## config.mk

```make
export PLATFORM = sky130hd
export DESIGN_NAME = fpmul_rr_arbiter
export DESIGN_NICKNAME = d
export VERILOG_FILES = /design/src/rtl/fpmul_rr_arbiter.sv
export SDC_FILE = /design/constraint.sdc
export NUM_CORES = 1
export LEC_CHECK = 0
export BUFFER_PORTS_ARGS = -buffer_cell sky130_fd_sc_hd__buf_2
export CAP_MARGIN = 20
export CORE_AREA = 2 2 92 94
export CTS_CLUSTER_SIZE = 20
export DETAILED_ROUTE_END_ITERATION = 8
export DIE_AREA = 0 0 94 96
export HOLD_SLACK_MARGIN = 0.03
export SLEW_MARGIN = 20
export SYNTH_ARGS = -nofsm -noshare
export SYNTH_HDL_FRONTEND = slang
export SYNTH_SLANG_ARGS = --single-unit
```

## constraint.sdc

```tcl
create_clock -name wb_clk_i -period 6.8 [get_ports wb_clk_i]
set_input_delay 0.34 -clock wb_clk_i [delete_from_list [all_inputs] [get_ports wb_clk_i]]
set_output_delay 0.34 -clock wb_clk_i [all_outputs]
set_load 0.01 [all_outputs]
```

## src/rtl/fpmul_rr_arbiter.sv

```systemverilog
// Round-robin arbiter sharing one 11-bit FP multiplier among NREQ requesters.
// Optional macro FPMUL_ARB_ZERO_BYPASS_EN: operations with a +0 operand skip the multiplier.
module fpmul_rr_arbiter #(
    parameter int NREQ    = 4,
    parameter int MUL_LAT = 4,
    localparam int ID_W   = $clog2(NREQ)
) (
    input  logic                 wb_clk_i,
    input  logic                 wb_rst_i,
    input  logic [NREQ-1:0]      req_valid,
    input  logic [NREQ*11-1:0]   req_a,
    input  logic [NREQ*11-1:0]   req_b,
    output logic [NREQ-1:0]      req_ready,
    output logic [NREQ-1:0]      rsp_valid,
    output logic [ID_W-1:0]      rsp_id,
    output logic [10:0]          rsp_product,
    output logic                 busy,
    output logic                 mul_in_ready,
    output logic [10:0]          mul_a,
    output logic [10:0]          mul_b,
    input  logic [10:0]          mul_product,
    output logic [1:0]           dbg_state
);

    // Handshake: req_valid is a level held by the requester until its one-cycle
    // req_ready pulse; operands are captured on that same cycle. rsp_valid is a
    // one-cycle pulse with no back-pressure.

    localparam int CNT_W = $clog2(MUL_LAT + 1);

    typedef enum logic [1:0] {
        ST_IDLE  = 2'd0,
        ST_ISSUE = 2'd1,
        ST_RESP  = 2'd2
    } state_t;

    state_t            state_q, state_d;
    logic [ID_W-1:0]   rr_ptr;
    logic [ID_W-1:0]   id_q;
    logic [CNT_W-1:0]  lat_cnt;

    logic              grant_hit;
    logic [ID_W-1:0]   grant_idx;
    logic [ID_W:0]     probe_sum;
    logic [ID_W-1:0]   probe;
    logic [10:0]       sel_a, sel_b;
    logic              last_lat;

    // Scan requesters starting at rr_ptr, wrapping modulo NREQ.
    always_comb begin
        grant_hit = 1'b0;
        grant_idx = '0;
        probe_sum = '0;
        probe     = '0;
        for (int k = 0; k < NREQ; k++) begin
            probe_sum = {1'b0, rr_ptr} + (ID_W+1)'(k);
            if (probe_sum >= (ID_W+1)'(NREQ))
                probe_sum = probe_sum - (ID_W+1)'(NREQ);
            probe = probe_sum[ID_W-1:0];
            if (!grant_hit && req_valid[probe]) begin
                grant_hit = 1'b1;
                grant_idx = probe;
            end
        end
    end

    always_comb begin
        sel_a = '0;
        sel_b = '0;
        for (int i = 0; i < NREQ; i++) begin
            if (grant_idx == ID_W'(i)) begin
                sel_a = req_a[11*i +: 11];
                sel_b = req_b[11*i +: 11];
            end
        end
    end

`ifdef FPMUL_ARB_ZERO_BYPASS_EN
    // Only positive zero is bypassed; 11'h400 still goes through the multiplier.
    logic zero_op;
    assign zero_op = (sel_a == 11'h000) || (sel_b == 11'h000);
`endif

    assign last_lat = (lat_cnt == CNT_W'(MUL_LAT - 1));

    always_comb begin
        state_d   = state_q;
        req_ready = '0;
        rsp_valid = '0;
        case (state_q)
            ST_IDLE: begin
                if (grant_hit && !wb_rst_i) begin
                    req_ready[grant_idx] = 1'b1;
`ifdef FPMUL_ARB_ZERO_BYPASS_EN
                    state_d = zero_op ? ST_RESP : ST_ISSUE;
`else
                    state_d = ST_ISSUE;
`endif
                end
            end
            ST_ISSUE: begin
                if (last_lat)
                    state_d = ST_RESP;
            end
            ST_RESP: begin
                if (!wb_rst_i)
                    rsp_valid[id_q] = 1'b1;
                state_d = ST_IDLE;
            end
            default: state_d = ST_IDLE;
        endcase
    end

    always_ff @(posedge wb_clk_i) begin
        if (wb_rst_i) begin
            state_q     <= ST_IDLE;
            rr_ptr      <= '0;
            id_q        <= '0;
            lat_cnt     <= '0;
            mul_a       <= '0;
            mul_b       <= '0;
            rsp_product <= '0;
        end else begin
            state_q <= state_d;
            case (state_q)
                ST_IDLE: begin
                    if (grant_hit) begin
                        mul_a   <= sel_a;
                        mul_b   <= sel_b;
                        id_q    <= grant_idx;
                        lat_cnt <= '0;
                        rr_ptr  <= (grant_idx == ID_W'(NREQ - 1)) ? '0 : grant_idx + 1'b1;
`ifdef FPMUL_ARB_ZERO_BYPASS_EN
                        if (zero_op)
                            rsp_product <= 11'h000;
`endif
                    end
                end
                ST_ISSUE: begin
                    lat_cnt <= lat_cnt + 1'b1;
                    if (last_lat)
                        rsp_product <= mul_product;
                end
                default: ;
            endcase
        end
    end

    assign rsp_id       = id_q;
    assign busy         = (state_q != ST_IDLE);
    assign mul_in_ready = (state_q == ST_ISSUE);
    assign dbg_state    = state_q;

endmodule

```

; ---- Word level (Yosys, flattened, before mapping)
; Cells that the tools add are included.
; W data, S select, Z words.
[word_totals]
out_inout_bits = 47
word_cells = 97
ff_bits = 42
in_bits = 105
[op_classes]
order_cmp = 12
reduce_logical = 18
n_addsub = 9
n_mux = 42
n_eq_ne = 9
[ops]
columns = cell, n
row1 = $mux W11, 8
row2 = $mux W2, 11
row3 = $lt A2 B3 Y1 const B, 6
row4 = $mux W4, 4
row5 = $mux W1, 10
row6 = $ge A3 B3 Y1 const B, 3
row7 = $bmux W1 S2, 4
row8 = $reduce_and A2 Y1, 4
row9 = $sub A2 B1 Y2 const B, 4
row10 = $add A2 B2 Y3 const B, 2
row11 = $eq A2 B2 Y1 const B, 3
row12 = $logic_and A1 B1 Y1, 6
row13 = $pmux W3 S2, 1
row14 = $demux W1 S2, 2
row15 = $eq A2 B1 Y1 const B, 2
row16 = $ge A2 B1 Y1 const B, 2
row17 = $logic_not A1 Y1, 4
row18 = $logic_not A2 Y1, 2
row19 = $ne A2 B2 Y1 const B, 2
row20 = $pmux W2 S2, 1
row21 = $reduce_bool A2 Y1, 2
row22 = $add A2 B1 Y3 const B, 1
row23 = $add A3 B1 Y3 const B, 1
row24 = $eq A3 B2 Y1 const B, 1
row25 = 4 further kinds, 4

; ---- Logic depth before layout (Yosys ltp)
[logic_depth]
word_depth = 20
ltp_mapped = 11

; ---- Worst setup path before layout
; OpenSTA, ideal clock, no wires.
[synth_path]
path_type = reg2reg
start = register rr_ptr[1]
end = register mul_a[3]
path_buffers = 2
path_stages_with_launch = 11
required_time_ns = 6.726
path_slack_ns = 4.598
setup_time_ns = 0.074
arrival_time_ns = 2.127
cell_sequence = dfxtp_1 mux2i_1 nor2_1 nor3_1 inv_1 ha_1 buf_4 clkbuf_1 a221oi_1 a211oi_2 nor3_2
[synth_via]
elab_chain_cells = 19
word_cells_on_any_way = 46
classes_between = 7 x add/sub / 4 x order compare / 3 x eq/ne / 24 x mux / 8 x reduce/logical
[synth_lines]
columns = element, line_no
row1 = "start, declared", 38  ; logic [ID_W-1:0] rr_ptr;
row2 = "start signal, assigned", 132  ; rr_ptr <= (grant_idx == ID_W'(NREQ - 1)) ? '0 : grant_idx + 1'b1;
row3 = "parallel branches: the longest is 13 deep, another holds $add A2 B1 Y3", --
row4 = $mux W2 *, 60  ; if (!grant_hit && req_valid[probe]) begin
row5 = named net grant_idx[0], 43  ; logic [ID_W-1:0] grant_idx;
row6 = $logic_not A2 Y1, 71  ; if (grant_idx == ID_W'(i)) begin
row7 = $mux W11 (3 in series), 71
row8 = $mux W11 *, 71
row9 = "end signal, assigned", 128  ; mul_a <= sel_a;
row10 = "end, declared", 19  ; output logic [10:0] mul_a,
; Mark *: on every way through the listed nets, which the timed path passes. The select of a mux whose other input is x is not followed.
; A chain may end at the register's enable or synchronous reset.

; ---- Final worst setup path
[layout_path]
start = register rr_ptr[1]
end = output port req_ready[0]
[layout_via]
elab_chain_cells = 20
word_cells_on_any_way = 45
classes_between = 7 x add/sub / 6 x order compare / 24 x mux / 8 x reduce/logical
[layout_lines]
columns = element, line_no
row1 = "parallel branches: the longest is 13 deep, another holds $add A2 B1 Y3", --
row2 = $mux W2 *, 60
row3 = named net grant_idx[0], 43
row4 = $lt A2 B3 Y1 (not written as such) / $ge A2 B1 Y1 (equally long branches), 93  ; req_ready[grant_idx] = 1'b1;
row5 = $logic_and A1 B1 Y1 (not written as such), 93
row6 = $mux W1 (not written as such), 93
row7 = $demux W1 S2 *, 93
row8 = $mux W4 *, 92  ; if (grant_hit && !wb_rst_i) begin
row9 = $mux W4 *, 90  ; case (state_q)
row10 = "end, declared", 13  ; output logic [NREQ-1:0] req_ready,
; Marked as above.

==> results by group <==
Pwr
  • Tot Pwr: 0.000751 W
  • Worst IR Drop VDD: 90.4 uV
  • Leakage power: 1.61 nW
  • Power Density: 210 nW/um^2

Route
  • WL/cell: 14.2 um
  • Vias: 2722
  • Routed Antenna Nets: 0
  • Routed wire length: 7890 um
  • Via/cell ratio: 4.90
  • DRC: 0
  • Drt first pass iters: 4
  • DRT iter0 DRCs: 55

Timing
  • FMAX: 327 MHz
  • Final Setup Violations: 0
  • Worst-Margin Slew: 1000 ps
  • Max_slew headroom: 32.8%
  • Final Hold Viols: 0
  • Setup_tns: 0 ps
  • Slew Limit Fails: 0
  • RSZ-0062 raised after global routing: no
  • Tcrit/Tclk final: 44.9%
  • Clk_skew: 7.56 ps
  • Post-route setup slack: 3740 ps
  • Minimum clock period: 3060 ps

Global routing
  • GRT Total Usage: 16.8%
  • Vias in the first global route: 2722
  • First-pass GRT wire length: 12300 um
  • Initial antenna violation count: 0
  • Largest net degree at the start of global routing: 47
  • Grt ovf: 0

Synthesis
  • Simple-Gate Fraction of Synth Area: 28.5%
  • Ys async rst share: 0%
  • Number of enable flip-flop cells after synthesis: 0
  • Ys Warns: 0
  • Xor/xnor cell area share of the yosys netlist: 0%
  • Synth Instances: 320
  • Syn nets: 431
  • Largest family of logic cells by synthesized area: simple AND/OR/NAND/NOR gates
  • Multiplexer area fraction after synthesis: 0.364%
  • Post-Syn Area per Cell: 8.60 um^2
  • Adder-Cell Fraction of Synth Area: 2.73%
  • Seq/Total Area, Yosys: 30.6%
  • Area of the mapped netlist: 2750 um^2
  • Synth Area in Compound Gates: 27.1%
  • Synth Flop Type: dfxtp_1
  • Yosys reg bits: 42
  • Cell variety after synth: 37

Floorplan
  • Site row count: 33
  • Die Y: 96 um
  • Ports: 152
  • Total core area: 8050 um^2
  • Die width: 94 um
  • Starting Density: 34.2%
  • Die Area: 9020 um^2

Min path
  • Hold path endpoint: rsp_product[3]
  • Worst hold stages: 3
  • Min-delay src: mul_product[3]
  • Worst Hold Class: primary input to flop

Setup path
  • Req. time, crit path: 6460 ps
  • FF-to-FF setup slack: 3900 ps
  • WS Path Type: flop to output pin
  • CP endpoint kind: output pin
  • Worst reg2reg path endpoint: mul_a[4]
  • FF-to-FF path depth: 8
  • Worst Setup Start Kind: flop
  • Reg-to-Reg Start: rr_ptr[1]
  • CP max FO: 23
  • WP data arrival: 2720 ps

Cells and area
  • Area grow syn2layout: 29.9%
  • Post-layout nets: 561
  • Most frequent cells in the layout: 151 x buf_2, 42 x dfxtp_1, 38 x a21oi_1
  • Most common cell after layout, fill and taps aside: buf_2
  • Antenna Cells: 0
  • FILL cells: 825
  • Final std cell area, no fill: 3570 um^2
  • Layout cells sized above 1: 48.6%

Clock network
  • CTS tree: built
  • Clock slew at reported path FFs: 90 ps
  • Total CTS buffers: 5
  • Longest Clk Path Bufs: 2
  • Worst-Skew Late Latency: 300 ps
  • Cts repair resizes: 0
  • CTS H-Tree Depth: 2
  • CTS hold repair buffers: 0
  • Clk root buf: clkbuf_8
  • Number of setup buffers added after CTS: 0
  • Clk sinks: 42

Outcome
  • Status: finished, final reports clean

Placed design
  • Number of buffers added on ports: 151
  • Place WS: 3910 ps
  • Placed instance area: 3470 um^2
  • Final RePlAce weighted congestion: 0.800
  • Post-DP HPWL: 5530 um

Run
  • Max capacitance violation total: 0
[cell usage after synthesis (2+ instances only)]
master	instances	area, um^2
a211oi_2	21	263
a21oi_1	38	190
a21oi_2	2	17.5
a221oi_1	18	158
a221oi_2	5	75.1
and2_1	5	31.3
buf_12	2	40.0
buf_2	9	45.0
buf_4	3	22.5
buf_6	2	22.5
clkbuf_1	8	30.0
clkbuf_2	3	15.0
clkbuf_4	2	15.0
dfxtp_1	42	841
ha_1	6	75.1
inv_1	27	101
nand2_1	28	105
nand2b_1	3	18.8
nand2b_4	2	27.5
nand3_2	2	20.0
nand3b_1	24	180
nor2_1	30	113
nor3_1	2	10.0
nor3_2	22	220
nor3b_1	2	15.0
[critical path, stage by stage (launching register included)]
cell	delay, ps
dfxtp_1	430
mux2i_1	220
nor2_1	80
nor3_1	540
inv_1	160
ha_1	570
and2_1	290
buf_2	130
[kinds of logic (layout without fill, tap and decap cells)]
logic type / after synthesis / after routing
AOI/OAI and AO/OA: 90 / 90
adders and majority gates: 6 / 6
buffers and inverters: 57 / 188
DFF: 42 / 42
muxes: 1 / 1
and+or+nand+nor: 124 / 124
[through the flow]
stage / std cells / util, % / hold slack, ps
global placement: 548 / 43.1 / 439
finish: 556 / 44.4 / 270
CTS: 556 / 44.3 / 255
detailed placement: 548 / 43.1 / 445
floorplan: 320 / - / 449
global route: 556 / 44.4 / 258
[state kept, by name (all words and copies together), names as in the netlist]
register	cells
dbg_state	2
lat_cnt	3
mul_a	11
mul_b	11
rr_ptr	2
rsp_id	2
rsp_product	11
[final cells by class]
cell class	count	area [um^2]	share of cell area, %
well taps	105	131	3.68
clock inverters	3	25.0	0.700
clock buffers	5	68.8	1.93
repair buffers	152	763	21.4
flip-flops and latches	42	841	23.5
inverters	28	105	2.94
multi-input cells	221	1640	45.9
[routing by layer]
metal  share of wire, %  track usage (%)  vias to the layer above
li1                   -                -                     1393
met1                 44             19.8                     1217
met2                 47             30.5                      108
met3                9.1             5.01                        4
met4               0.27             2.90                        0
met5                  0                0                        -
[worst max-delay path by stage]
stage / cells after the start / endpoint / start / slack, ps
floorplan: 10 / mul_a[3] / rr_ptr[1] / 4600
global placement: 9 / mul_a[0] / req_valid[2] / 3820
detailed placement: 6 / req_ready[3] / rr_ptr[1] / 3910
CTS: 6 / req_ready[3] / rr_ptr[1] / 3590
global route: 7 / req_ready[0] / rr_ptr[1] / 3490
finish: 7 / req_ready[0] / rr_ptr[1] / 3740
[where the power goes]
group          total [W]  internal [W]  leakage, nW  switching (W)
sequential      0.000286      0.000270        0.345      0.0000155
clock           0.000170     0.0000742       0.0447      0.0000960
combinational   0.000295      0.000130         1.22       0.000165
total           0.000751      0.000474         1.61       0.000277
(Power assumes the default switching activity.)
